File: config.mk
export PLATFORM = sky130hd
export DESIGN_NAME = uart_tx_flat
export DESIGN_NICKNAME = d
export VERILOG_FILES = /design/src/rtl/uart_pkg.sv /design/src/rtl/uart_tx_if.sv /design/src/rtl/uart_tx.sv /design/src/flat_wrapper.sv
export SDC_FILE = /design/constraint.sdc
export NUM_CORES = 1
export LEC_CHECK = 0
export CAP_MARGIN = 20
export CORE_MARGIN = 8
export CORE_UTILIZATION = 25
export CTS_CLUSTER_SIZE = 25
export DETAILED_ROUTE_END_ITERATION = 10
export GPL_TIMING_DRIVEN = 0
export SYNTH_ARGS = -nofsm -noshare
export SYNTH_HDL_FRONTEND = slang
export SYNTH_SLANG_ARGS = --single-unit
File: constraint.sdc
create_clock -name clk -period 3.4 [get_ports clk]
set_input_delay 0.34 -clock clk [delete_from_list [all_inputs] [get_ports clk]]
set_output_delay 0.34 -clock clk [all_outputs]
set_load 0.005 [all_outputs]
File: src/rtl/uart_pkg.sv
// Shared UART types: transmitter state encoding and data width.
// Used by uart_tx and the companion uart_rx.
package uart_pkg;

  typedef enum logic [2:0] {
    IDLE,
    START,
    DATA,
    PARITY,
    STOP
  } tx_state_t;

  localparam int DATA_BITS = 8;

endpackage

File: src/rtl/uart_tx_if.sv
// Byte-wide request/busy handshake plus the serial pin of the UART transmitter.
// master = byte source, slave = transmitter.
interface uart_tx_if;
  import uart_pkg::*;

  logic [DATA_BITS-1:0] data;
  logic                 new_data;
  logic                 block;
  logic                 busy;
  logic                 tx;

  modport master (
    output data,
    output new_data,
    output block,
    input  busy,
    input  tx
  );

  modport slave (
    input  data,
    input  new_data,
    input  block,
    output busy,
    output tx
  );

endinterface

File: src/rtl/uart_tx.sv
// 8N1 UART transmitter with registered tx pin and block flow control.
// Define UART_TX_PARITY_EN to insert an even-parity bit between DATA and STOP.
module uart_tx
  import uart_pkg::*;
#(
  parameter int CLK_RATE = 100_000_000,
  parameter int BAUD     = 1_000_000
) (
  input  logic     clk,
  input  logic     rst,
  uart_tx_if.slave bus
);

  localparam int CLKS_PER_BIT = CLK_RATE / BAUD;
  localparam int CTR_W        = $clog2(CLKS_PER_BIT);
  localparam int BIT_W        = $clog2(DATA_BITS);

  localparam logic [CTR_W-1:0] CTR_MAX = CTR_W'(CLKS_PER_BIT - 1);
  localparam logic [BIT_W-1:0] BIT_MAX = BIT_W'(DATA_BITS - 1);

  tx_state_t            r_state;
  tx_state_t            w_state_nx;
  logic [CTR_W-1:0]     r_ctr;
  logic [CTR_W-1:0]     w_ctr_nx;
  logic [BIT_W-1:0]     r_bit;
  logic [BIT_W-1:0]     w_bit_nx;
  logic [DATA_BITS-1:0] r_shift;
  logic [DATA_BITS-1:0] w_shift_nx;
  logic                 r_tx;
  logic                 w_tx_nx;
  logic                 w_wrap;
  logic                 w_accept;
`ifdef UART_TX_PARITY_EN
  logic                 r_par;
`endif

  assign w_wrap   = (r_ctr == CTR_MAX);
  assign bus.busy = (r_state != IDLE) | bus.block;
  assign w_accept = bus.new_data & ~bus.busy;
  assign bus.tx   = r_tx;

  always_comb begin
    w_state_nx = r_state;
    w_bit_nx   = r_bit;
    w_shift_nx = r_shift;
    w_ctr_nx   = (r_state == IDLE || w_wrap) ? '0 : r_ctr + 1'b1;
    unique case (r_state)
      IDLE: begin
        if (w_accept) begin
          w_state_nx = START;
          w_shift_nx = bus.data;
          w_bit_nx   = '0;
        end
      end
      START: begin
        if (w_wrap) w_state_nx = DATA;
      end
      DATA: begin
        if (w_wrap) begin
          w_shift_nx = r_shift >> 1;
          w_bit_nx   = r_bit + 1'b1;
          if (r_bit == BIT_MAX) begin
`ifdef UART_TX_PARITY_EN
            w_state_nx = PARITY;
`else
            w_state_nx = STOP;
`endif
          end
        end
      end
`ifdef UART_TX_PARITY_EN
      PARITY: begin
        if (w_wrap) w_state_nx = STOP;
      end
`endif
      STOP: begin
        if (w_wrap) w_state_nx = IDLE;
      end
      default: w_state_nx = IDLE;
    endcase
  end

  // tx is computed from the next state so the pin moves on the same edge
  always_comb begin
    w_tx_nx = 1'b1;
    unique case (w_state_nx)
      START:   w_tx_nx = 1'b0;
      DATA:    w_tx_nx = w_shift_nx[0];
`ifdef UART_TX_PARITY_EN
      PARITY:  w_tx_nx = r_par;
`endif
      default: w_tx_nx = 1'b1;
    endcase
  end

  always_ff @(posedge clk) begin
    if (rst) begin
      r_state <= IDLE;
      r_ctr   <= '0;
      r_bit   <= '0;
      r_shift <= '0;
      r_tx    <= 1'b1;
    end else begin
      r_state <= w_state_nx;
      r_ctr   <= w_ctr_nx;
      r_bit   <= w_bit_nx;
      r_shift <= w_shift_nx;
      r_tx    <= w_tx_nx;
    end
  end

`ifdef UART_TX_PARITY_EN
  always_ff @(posedge clk) begin
    if (rst)           r_par <= 1'b0;
    else if (w_accept) r_par <= ^bus.data;
  end
`endif

endmodule

File: src/flat_wrapper.sv
// flat-port wrapper written by rule: the top's interface ports become plain ports
module uart_tx_flat import uart_pkg::*;
#(
  parameter int CLK_RATE = 100_000_000,
  parameter int BAUD     = 1_000_000
)
  (clk, rst, bus_data, bus_new_data, bus_block, bus_busy, bus_tx);
  uart_tx_if bus_i ();
  input  logic clk;
  input  logic rst;
  input wire logic [$bits(bus_i.data)-1:0] bus_data;
  input wire logic [$bits(bus_i.new_data)-1:0] bus_new_data;
  input wire logic [$bits(bus_i.block)-1:0] bus_block;
  output wire logic [$bits(bus_i.busy)-1:0] bus_busy;
  output wire logic [$bits(bus_i.tx)-1:0] bus_tx;
  assign bus_i.data = bus_data;
  assign bus_i.new_data = bus_new_data;
  assign bus_i.block = bus_block;
  assign bus_busy = bus_i.busy;
  assign bus_tx = bus_i.tx;
  uart_tx #(.CLK_RATE(CLK_RATE), .BAUD(BAUD)) u_core (.clk(clk), .rst(rst), .bus(bus_i));
endmodule
Yosys cells after proc, flatten, opt, wreduce, memory -nomap -nowiden
Cells that the tools add are included.
W data, S select, Z words.
Cells by class
  add/sub/neg operators: 2
  eq/ne operators: 9
  mux-type cells: 13
  bitwise logic cells: 3
  reduce and logical (&&, ||, !) cells: 6
Operators by type and width (number)
  $mux W3: 7
  $mux W8: 2
  $pmux W8 S2: 1
  $pmux W3 S4: 1
  $add A7 B1 Y7 const B: 1
  $eq A7 B7 Y1 const B: 1
  $eq A3 B1 Y1 const B: 2
  $eq A3 B2 Y1 const B: 2
  $eq A3 B3 Y1 const B: 2
  $pmux W3 S2: 1
  $ne A2 B1 Y1 const B: 2
  $add A3 B1 Y3 const B: 1
  $logic_not A3 Y1: 1
  $reduce_and A3 Y1: 1
  $reduce_bool A3 Y1: 1
  $pmux W1 S2: 1
  $reduce_bool A2 Y1: 1
  $reduce_or A2 Y1: 1
  $and A1 B1 Y1: 1
  $logic_or A1 B1 Y1: 1
  $not A1 Y1: 1
  $or A1 B1 Y1: 1
Storage, ports and cells
  register bits: 22
  bits of input ports: 12
  word-level logic and storage cells: 39

Depth between registers and ports, before layout
  depth after elaboration: 8
  gate-level depth with buffers: 7
  depth with buffers taken out: 5

Worst setup path before layout
No wires, ideal clock.
  kind: flip-flop to flip-flop
  start: reg u_core.r_ctr[0]
  end: reg u_core.r_tx, in the netlist u_core.bus.tx
  setup time: 0.130 ns
  arrival: 1.425 ns
  required time: 3.270 ns
  path slack: 1.845 ns
  stages on the path, launching flop included: 7
  path buffers: 1
  cells stage by stage: dfxtp_1 > ha_1 > and2_0 > clkbuf_1 > a311o_1 > a211oi_2 > a31oi_1
On the way
  cells in the longest elaborated chain, start to end: 5
Ends and longest elaborated chain
  start, declared: line uart_tx.sv:23  | logic [CTR_W-1:0] r_ctr;
  start signal, assigned: line uart_tx.sv:105  | r_ctr <= w_ctr_nx;
  $eq A7 B7 Y1 (*): line uart_tx.sv:37  | assign w_wrap = (r_ctr == CTR_MAX);
  $mux W3, on equally long branches: line uart_tx.sv:77, uart_tx.sv:56, uart_tx.sv:59
  $pmux W3 S4: line uart_tx.sv:47  | unique case (r_state)
  $eq A3 B2 Y1 / $eq A3 B1 Y1 (equally long branches): line uart_tx.sv:86  | unique case (w_state_nx)
  $pmux W1 S2 (*): line uart_tx.sv:86
  end signal, assigned: line uart_tx.sv:108  | r_tx <= w_tx_nx;
  end, declared: line uart_tx.sv:29  | logic r_tx;
Mark *: on every way between the ends. The rest lies on a longest branch, timed or not. The select of a mux whose other input is x is not followed.
A chain may end at the register's enable or synchronous reset.

Final worst setup path
  start: in bus_block
  end: out bus_busy
On the way
  cells in the longest elaborated chain, start to end: 1
Ends and longest elaborated chain
  start, declared: line flat_wrapper.sv:13  | input wire logic [$bits(bus_i.block)-1:0] bus_block;
  $or A1 B1 Y1: line uart_tx.sv:38  | assign bus.busy = (r_state != IDLE) | bus.block;
  end, declared: line flat_wrapper.sv:14  | output wire logic [$bits(bus_i.busy)-1:0] bus_busy;
No other way between the ends.

==> flow_summary.yaml <==
routing:
  drc: 0
  first_pass_iters: 4
  highest_layer: "met4"
  wl_met2_um: 1054
  met3WireLength_um: 104
  avgRoutedWirePerCell_um: 12.65
  dr_total_vias: 814
  drtAntennaViolNets: 0
  drt_iter0_drc: 45
  vias_per_cell: 4.788
  wl_met1_um: 980
  wirelength_um: 2150
clocking:
  clkSinkCount: 22
  cts.clk_slew.worst_paths_ns: 0.07
  cts_setup_buffers: 0
  cts_buffers: 3
  hold_buffers: 0
  cts_tree: "yes"
  cts.path.max_buffers: 2
  ctsResizeCount: 0
  cts_root_buf: "clkbuf_8"
  htreeDepth: 1
  clk_latency_ns: 0.26
pwr:
  leakage_nw: 0.4001
  clockPowerShare_pct: 33.8
  seq_power_share_pct: 57.4
  ir_drop_uv: 270.7
  power_density_nw_per_um2: 392.3
  p_comb_share_pct: 8.8
  switching_share_pct: 21.77
  p_int_w: 0.0003663
  p_sw_w: 0.0001019
cells_and_area:
  fillCellCount: 414
  seq_area_um2: 440.4
  multi_input_area_um2: 475.5
  fin_cells: 170
  diodes: 0
  layout.nets: 139
  final_core_util_pct: 32.36
  final_area_um2: 1194
  syn_to_final_growth_pct: 24.06
  layout_common_cells: "22 x dfxtp_1, 15 x nand3_1, 13 x a21oi_1, 13 x clkdlybuf4s50_1, 10 x nor2_1"
  final_common_cell: "dfxtp_1"
  layout-drive-gt1-share_pct: 5.738
logic_synthesis:
  yosys.area_share.simple_pct: 22.76
  synth_fp_nets: 121
  synth_cells: 106
  muxShareOfSynthArea_pct: 0
  synth_top_family_by_area: "simple AND/OR/NAND/NOR gates"
  syn_avg_cell_area_um2: 9.077
  yosysWarnings: 0
  synth_cell_type_count: 28
  synthAdderAreaFrac_pct: 3.901
  syn-cell-area_um2: 962.2
  synth_xor_area_share_pct: 4.551
  synth_seq_cells: 22
  yosysSeqAreaShare_pct: 45.77
  synth_compound_area_share_pct: 18.21
global_route:
  grtUsageTotal_pct: 7.258
  grt_pass1_wl_um: 3629
  grt_start_max_net_pins: 12
  antenna_found_initial: 0
  grt_pass1_vias: 829
  overflow: 0
placement:
  placedCellCount: 167
  io_buffers: 13
  dpl_cell_area_um2: 1152
  hpwlAfterDp_um: 1603
  globalplace.congestion: 0.7298
die:
  initial_utilization_pct: 26.09
  core_um2: 3689
  die-height_um: 78.04
  io_pins: 14
  design.die.area_um2: 6089
  num_rows: 22
  die_x_um: 78.04
status:
  status: "finished clean"
sta:
  period_needed_ns: 1.923
  setup_viol: 0
  fin_tns_setup_ns: 0
  rsz0062_at_grt: "no"
  hold_viol: 0
  slew_headroom_pct: 70.50
  drv_slew: 0
  worst_pin_slew_ns: 0.4425
  fmax_ghz: 0.5199
  fin_crit_sh_pct: 56.57
  fin_worst_skew_ns: 0.0008897
worst_setup_path:
  r2r_start: "u_core.r_ctr[0]$_SDFF_PP0_"
  cp-start-kind: "input pin"
  r2r-end: "u_core.r_shift[5]$_SDFFE_PP0P_"
  cp-end-kind: "output port"
  cp_data_required_time_ns: 3.06
  cp.arrival_ns: 1.58
  cp_max_fo: 3
  r2r_cells: 7
  path_class: "input pin to output port"
  reg2reg_slack_ns: 1.64
worst_hold_path:
  worstHoldPathType: "register to register"
  hold_path_end: "u_core.r_ctr[0]$_SDFF_PP0_"
  hold_depth: 1
  worstHoldStart: "u_core.r_ctr[0]$_SDFF_PP0_"
run:
  cap_violations: 0
cells in the mapped netlist:
cell type  count  share of area, %
and2_0         1              0.65
a311o_1        1               1.0
a22oi_1        7               5.5
inv_1          4               1.6
a32oi_1        1              0.91
nor3_1         1              0.52
and3_1         2               1.3
nor4_1         1              0.65
xor2_1         2               1.8
clkbuf_1       4               1.6
and2_1         2               1.3
nand2b_1       1              0.65
nor3b_1        1              0.78
nand3_1       15               7.8
nand2_1        2              0.78
buf_6          1               1.2
a21oi_1       13               6.8
ha_1           3               3.9
nor4b_4        1               2.5
a31oi_1        1              0.65
a211oi_2       1               1.3
a2111o_1       1               1.2
nor2_1        10               3.9
dfxtp_1       22                46
a211o_1        1              0.91
xnor2_1        3               2.7
nand4_1        3               2.0
buf_2          1              0.52
metal layers:
metal / GRT usage (%) / vias to the layer above
li1: - / 418
met1: 7.893 / 376
met2: 13.03 / 18
met3: 3.075 / 2
met4: 1.111 / 0
met5: 0 / -
sequential cells by signal, indices dropped and copies added (netlist names):
name	flops
u_core.r_ctr	7
u_core.r_shift	8
u_core.r_bit	3
u_core.r_state	3
u_core.bus.tx	1
power groups by stage:
stage	logic (W)	registers, W	clock network, W
2_1_floorplan	0.0000187	0.000274	0
3_3_place_gp	0.0000403	0.000274	0
3_5_place_dp	0.0000417	0.000275	0
4_1_cts	0.0000418	0.000269	0.000162
5_1_grt	0.0000454	0.000270	0.000174
6_report	0.0000412	0.000269	0.000158
final cells by class:
class / count / share of cell area (%)
buffer: 6 / 2.621
clock buffer: 3 / 3.459
inverter: 4 / 1.258
multi-input combinational: 74 / 39.83
sequential: 22 / 36.90
tap: 48 / 5.031
timing repair buffer: 13 / 10.90
critical path: stages:
cell	delay, ns
clkdlybuf4s50_1	0.40
nor4_1	0.30
inv_1	0.08
clkdlybuf4s50_1	0.45
kinds of logic after synthesis:
group / after synthesis
AOI/OAI and AO/OA: 26
xor gates and xnor gates: 5
adders and majority gates: 3
buffers and inverters: 10
DFF: 22
and+or+nand+nor: 40
through the flow:
stage	setup WS (ns)	power, W	hold WS [ns]
detailed placement	1.461	0.0003165	0.4441
global placement	1.432	0.0003146	0.4241
floorplan	1.845	0.0002926	0.4091
CTS	1.456	0.0004727	0.4548
global route	1.299	0.0004889	0.4608
finish	1.477	0.0004683	0.4515
how the worst max path moves through the flow:
stage | from | to | slack [ns] | depth (start not counted)
2_1_floorplan | u_core.r_ctr[0]$_SDFF_PP0_ | u_core.bus.tx$_SDFF_PP1_ | 1.85 | 6
3_3_place_gp | bus_block | bus_busy | 1.43 | 4
3_5_place_dp | bus_block | bus_busy | 1.46 | 4
4_1_cts | bus_block | bus_busy | 1.46 | 4
5_1_grt | u_core.r_state[1]$_SDFF_PP0_ | bus_busy | 1.30 | 3
6_report | bus_block | bus_busy | 1.48 | 4
Power figures use the tool's default switching activity.
==> RTL change 1, RTL diff (same settings) <==
`CLK_RATE` is set to 100_000_000 in 2 places; all go to 200_000_000.
--- a/src/rtl/uart_tx.sv
+++ b/src/rtl/uart_tx.sv
@@ -4,5 +4,5 @@
   import uart_pkg::*;
 #(
-  parameter int CLK_RATE = 100_000_000,
+  parameter int CLK_RATE = 200_000_000,
   parameter int BAUD     = 1_000_000
 ) (
--- a/src/flat_wrapper.sv
+++ b/src/flat_wrapper.sv
@@ -2,5 +2,5 @@
 module uart_tx_flat import uart_pkg::*;
 #(
-  parameter int CLK_RATE = 100_000_000,
+  parameter int CLK_RATE = 200_000_000,
   parameter int BAUD     = 1_000_000
 )
Formal check against the unedited RTL: no difference found for any inputs over 10 cycles, from zero or initial values and one cycle with rst high; that may be too few to reach the edited logic, so the function may still have changed.
==> RTL change 1 against the original RTL <==
  * Count of clock-buffer cells in the layout is the same
  * Clock skew grew 6.4 ps
  * Cell area grew 5.0%
  * Die area up 4.3%
  * Critical endpoint unchanged
  * Sequential share of layout area fell by 0.17 points
  * Power is 4.0% higher
  * Synthesized area grew 5.5%
  * Worst setup slack got worse by 36 ps
  * Wire length decreased by 2.3%
  * Sequential cell count increased by 1
  * Utilization down 0.56 points
  * Via count increased by 12%
  * Largest power group unchanged
==> RTL change 1: results <==
export IMPL_outcome="finished clean"
export IMPL_yosys_warnings=0
export IMPL_grt_pass1_vias=830
export IMPL_clk_latency_ps=260
export IMPL_syn_avg_cell_area_um2=8.98
export IMPL_reg_top3="u_core.r_ctr (8), u_core.r_shift (8)"
export IMPL_hp_class="reg2reg"
export IMPL_arrival_ps=1620
export IMPL_slowest_delay_ps=460
export IMPL_antenna_found_initial=0
export IMPL_first_pass_iters=4
export IMPL_fillers=389
export IMPL_critPathMaxFanout=7
export IMPL_cts_resized=0
export IMPL_regToRegSetupSlack_ps=1580
export IMPL_drive_above_1_share=0.0769
export IMPL_clock_skew_ps=7.25
export IMPL_total_leakage_power_nw=0.451
export IMPL_place_ws_ps=1490
export IMPL_clk_pin_slew_ps=80
export IMPL_async_flop_share=0
export IMPL_vias=912
export IMPL_worst_pin_slew_ps=486
export IMPL_cp_top_family="buffers and inverters"
export IMPL_syn_num_nets=128
export IMPL_peakVddDrop_mv=0.118
export IMPL_synth_seq_area_share=0.454
export IMPL_grt_max_degree=14
export IMPL_root_buffer="clkbuf_8"
export IMPL_vias_per_cell=5.07
export IMPL_cts_buffer_depth=2
export IMPL_drt_iter0_drc=115
export IMPL_grt_total_usage=0.0694
export IMPL_synthTopCellsByArea="dfxtp_1, nand3_1, a21oi_1"
export IMPL_h_tree_depth=1
export IMPL_dp_cells=176
export IMPL_post_cts_buffers=0
export IMPL_numCtsBuffers=3
export IMPL_nets=146
export IMPL_n_antenna_cell=0
export IMPL_synth_flop_cell="dfxtp_1"
export IMPL_place_gp_congestion=0.889
export IMPL_grt_first_pass_wirelength_um=3670
export IMPL_io_buffer_count=13
export IMPL_period_minus_slack_ps=1960
export IMPL_dp_hpwl_um=1630
export IMPL_crit_path_top_delay_cell="clkdlybuf4s50_1"
export IMPL_ys_types=31
export IMPL_wl_per_cell_um=11.7
export IMPL_ys_top_cells_by_count="dfxtp_1, nand3_1, nor2_1, a21oi_1, a22oi_1"
-- RTL change 1: cells by family (layout without fill, tap and decap cells) --
| logic type | Yosys count | in the layout | synth area share |
|---|---|---|---|
| DFF | 23 | 23 | 0.454 |
| xor gates and xnor gates | 6 | 6 | 0.0518 |
| adders and majority gates | 3 | 3 | 0.0370 |
| AOI/OAI and AO/OA | 26 | 26 | 0.163 |
| buffers and inverters | 7 | 24 | 0.0259 |
| and+or+nand+nor | 48 | 48 | 0.269 |
-- RTL change 1: cell type report --
type | count | share of cell area
multi-input combinational | 83 | 0.421
inverter | 5 | 0.0150
clock buffer | 3 | 0.0329
tap | 50 | 0.0499
buffer | 2 | 0.00599
clock inverter | 1 | 0.00399
sequential | 23 | 0.367
timing repair buffer | 13 | 0.104
-- RTL change 1: path summary, 6_finish.rpt --
path	start	to	cells past startpoint
worst min register to register	u_core.r_ctr[0]	u_core.r_ctr[0]	1
worst max register to register	u_core.r_ctr[0]	u_core.bus.tx	5
worst max-delay path	u_core.r_state[0]	bus_busy	3
worst min-delay path	u_core.r_ctr[0]	u_core.r_ctr[0]	1
-- RTL change 1: layer usage --
layer	routed length, µm	global-route usage
met1	927	0.0915
met3	143	0.0101
met4	29	0.0389
met2	999	0.105
met5	0	0
-- RTL change 1: where the power goes --
group	internal [mW]	switching, mW	leakage, nW
clock	0.0816	0.0831	0.0255
combinational	0.0232	0.0185	0.239
sequential	0.276	0.00445	0.187
-- RTL change 1: through the flow --
step / cell area (µm²) / power (mW) / hold slack [ps]
floorplan: 1010 / 0.306 / 409
global placement: 1210 / 0.328 / 423
detailed placement: 1210 / 0.329 / 435
CTS: 1250 / 0.496 / 449
global route: 1250 / 0.512 / 475
finish: 1250 / 0.487 / 441
==> RTL change 2, RTL diff (config.mk and constraints unchanged) <==
Made on the original files. Re-encode `tx_state_t` (5 states) as one-hot, 5 bits wide.
--- a/src/rtl/uart_pkg.sv
+++ b/src/rtl/uart_pkg.sv
@@ -3,10 +3,10 @@
 package uart_pkg;
 
-  typedef enum logic [2:0] {
-    IDLE,
-    START,
-    DATA,
-    PARITY,
-    STOP
+  typedef enum logic [4:0] {
+    IDLE   = 5'b00001,
+    START  = 5'b00010,
+    DATA   = 5'b00100,
+    PARITY = 5'b01000,
+    STOP   = 5'b10000
   } tx_state_t;
 
Formal check against the unedited RTL: no difference found for any inputs over 10 cycles, from zero or initial values and one cycle with rst high; not proved beyond that.
==> RTL change 2 against the original RTL <==
  * Hold slack worse by 9.1 ps
  * Wire length is 4.5% higher
  * Non-clock buffer count is 1 lower
  * Worst setup slack worse by 170 ps
  * Critical path depth stayed put
  * Sequential cell count is 2 higher
  * Cell area is 12% higher
  * Synthesized area is 13% higher
  * Power is 13% higher
  * Clock power is 20% higher
  * Highest routed layer unchanged
==> RTL change 2: results <==
export IMPL_dp_hpwl_um=1630
export IMPL_r2r_start="u_core.r_state[2]"
export IMPL_synth_seq_area_share=0.441
export IMPL_fillers=459
export IMPL_stdcell_count=192
export IMPL_total_leakage_power_nw=0.496
export IMPL_ys_top_cells_by_count="dfxtp_1, nor2_1, a21oi_1, nand2_1, a22oi_1"
export IMPL_drive_above_1_share=0.0857
export IMPL_outcome="finished clean"
export IMPL_critPathMaxFanout=6
export IMPL_slowest_delay_ps=450
export IMPL_grt_first_pass_wirelength_um=3790
export IMPL_cp_startpoint="u_core.r_state[2]"
export IMPL_placed_area_um2=1280
export IMPL_rr_worst_depth=5
export IMPL_grt_total_usage=0.0712
export IMPL_cp_top_family="simple AND/OR/NAND/NOR gates"
export IMPL_synthTopCellsByArea="dfxtp_1, a21oi_1, a22oi_1"
export IMPL_arrival_ps=1750
export IMPL_vias_per_cell=4.74
export IMPL_ys_types=34
export IMPL_reg_top3="u_core.r_shift (8), u_core.r_ctr (7), u_core.r_state (5)"
export IMPL_peakVddDrop_mv=0.184
export IMPL_place_gp_congestion=0.798
export IMPL_nets=156
export IMPL_grt_pass1_vias=883
export IMPL_routed_wl_um=2250
export IMPL_syn_num_nets=138
export IMPL_slew_limit_headroom=0.618
export IMPL_grt_max_degree=14
## RTL change 2: cell types whose count changed after synthesis, moves of 3 or more
cell	change
clkbuf_1	-3
inv_1	-3
nand2_1	+8
nand3_1	-12
nand3b_1	+4
nand4_1	-3
nor2_1	+6
## RTL change 2: final cells by class
class,count,area share
Tap cell,52,0.0486
Timing Repair Buffer,13,0.0971
Multi-Input combinational cell,93,0.430
Inverter,1,0.00280
Buffer,5,0.0224
Sequential cell,24,0.359
Clock buffer,4,0.0411
## RTL change 2: power breakdown
| part | leakage, nW | total [mW] | switching (mW) | internal (mW) |
|---|---|---|---|---|
| combinational | 0.272 | 0.0458 | 0.0204 | 0.0254 |
| sequential | 0.195 | 0.294 | 0.00573 | 0.288 |
| clock | 0.0288 | 0.189 | 0.0857 | 0.103 |
| total | 0.496 | 0.528 | 0.112 | 0.417 |
## RTL change 2: per-stage QoR
step | hold WS [ps] | util | total power [mW]
after floorplan | 409 | - | 0.323
after global placement | 430 | 0.301 | 0.346
after detailed placement | 432 | 0.301 | 0.346
after CTS | 444 | 0.314 | 0.539
after global routing | 457 | 0.314 | 0.554
final | 442 | 0.314 | 0.528
## RTL change 2: logic make-up after synthesis
family	Yosys count	share of synthesized area
buffers and inverters	6	0.0310
AOI/OAI and AO/OA	31	0.189
xor gates and xnor gates	6	0.0482
adders and majority gates	3	0.0344
and+or+nand+nor	52	0.253
DFF	24	0.441
other	1	0.00344
## RTL change 2: per-layer routing
| metal | wire [µm] | GRT usage | vias to the layer above |
|---|---|---|---|
| met1 | 1090 | 0.0829 | 421 |
| met4 | 13 | 0.0175 | 0 |
| met3 | 142 | 0.0328 | 2 |
| met2 | 1000 | 0.116 | 17 |
| li1 | - | - | 471 |
| met5 | 0 | 0 | - |
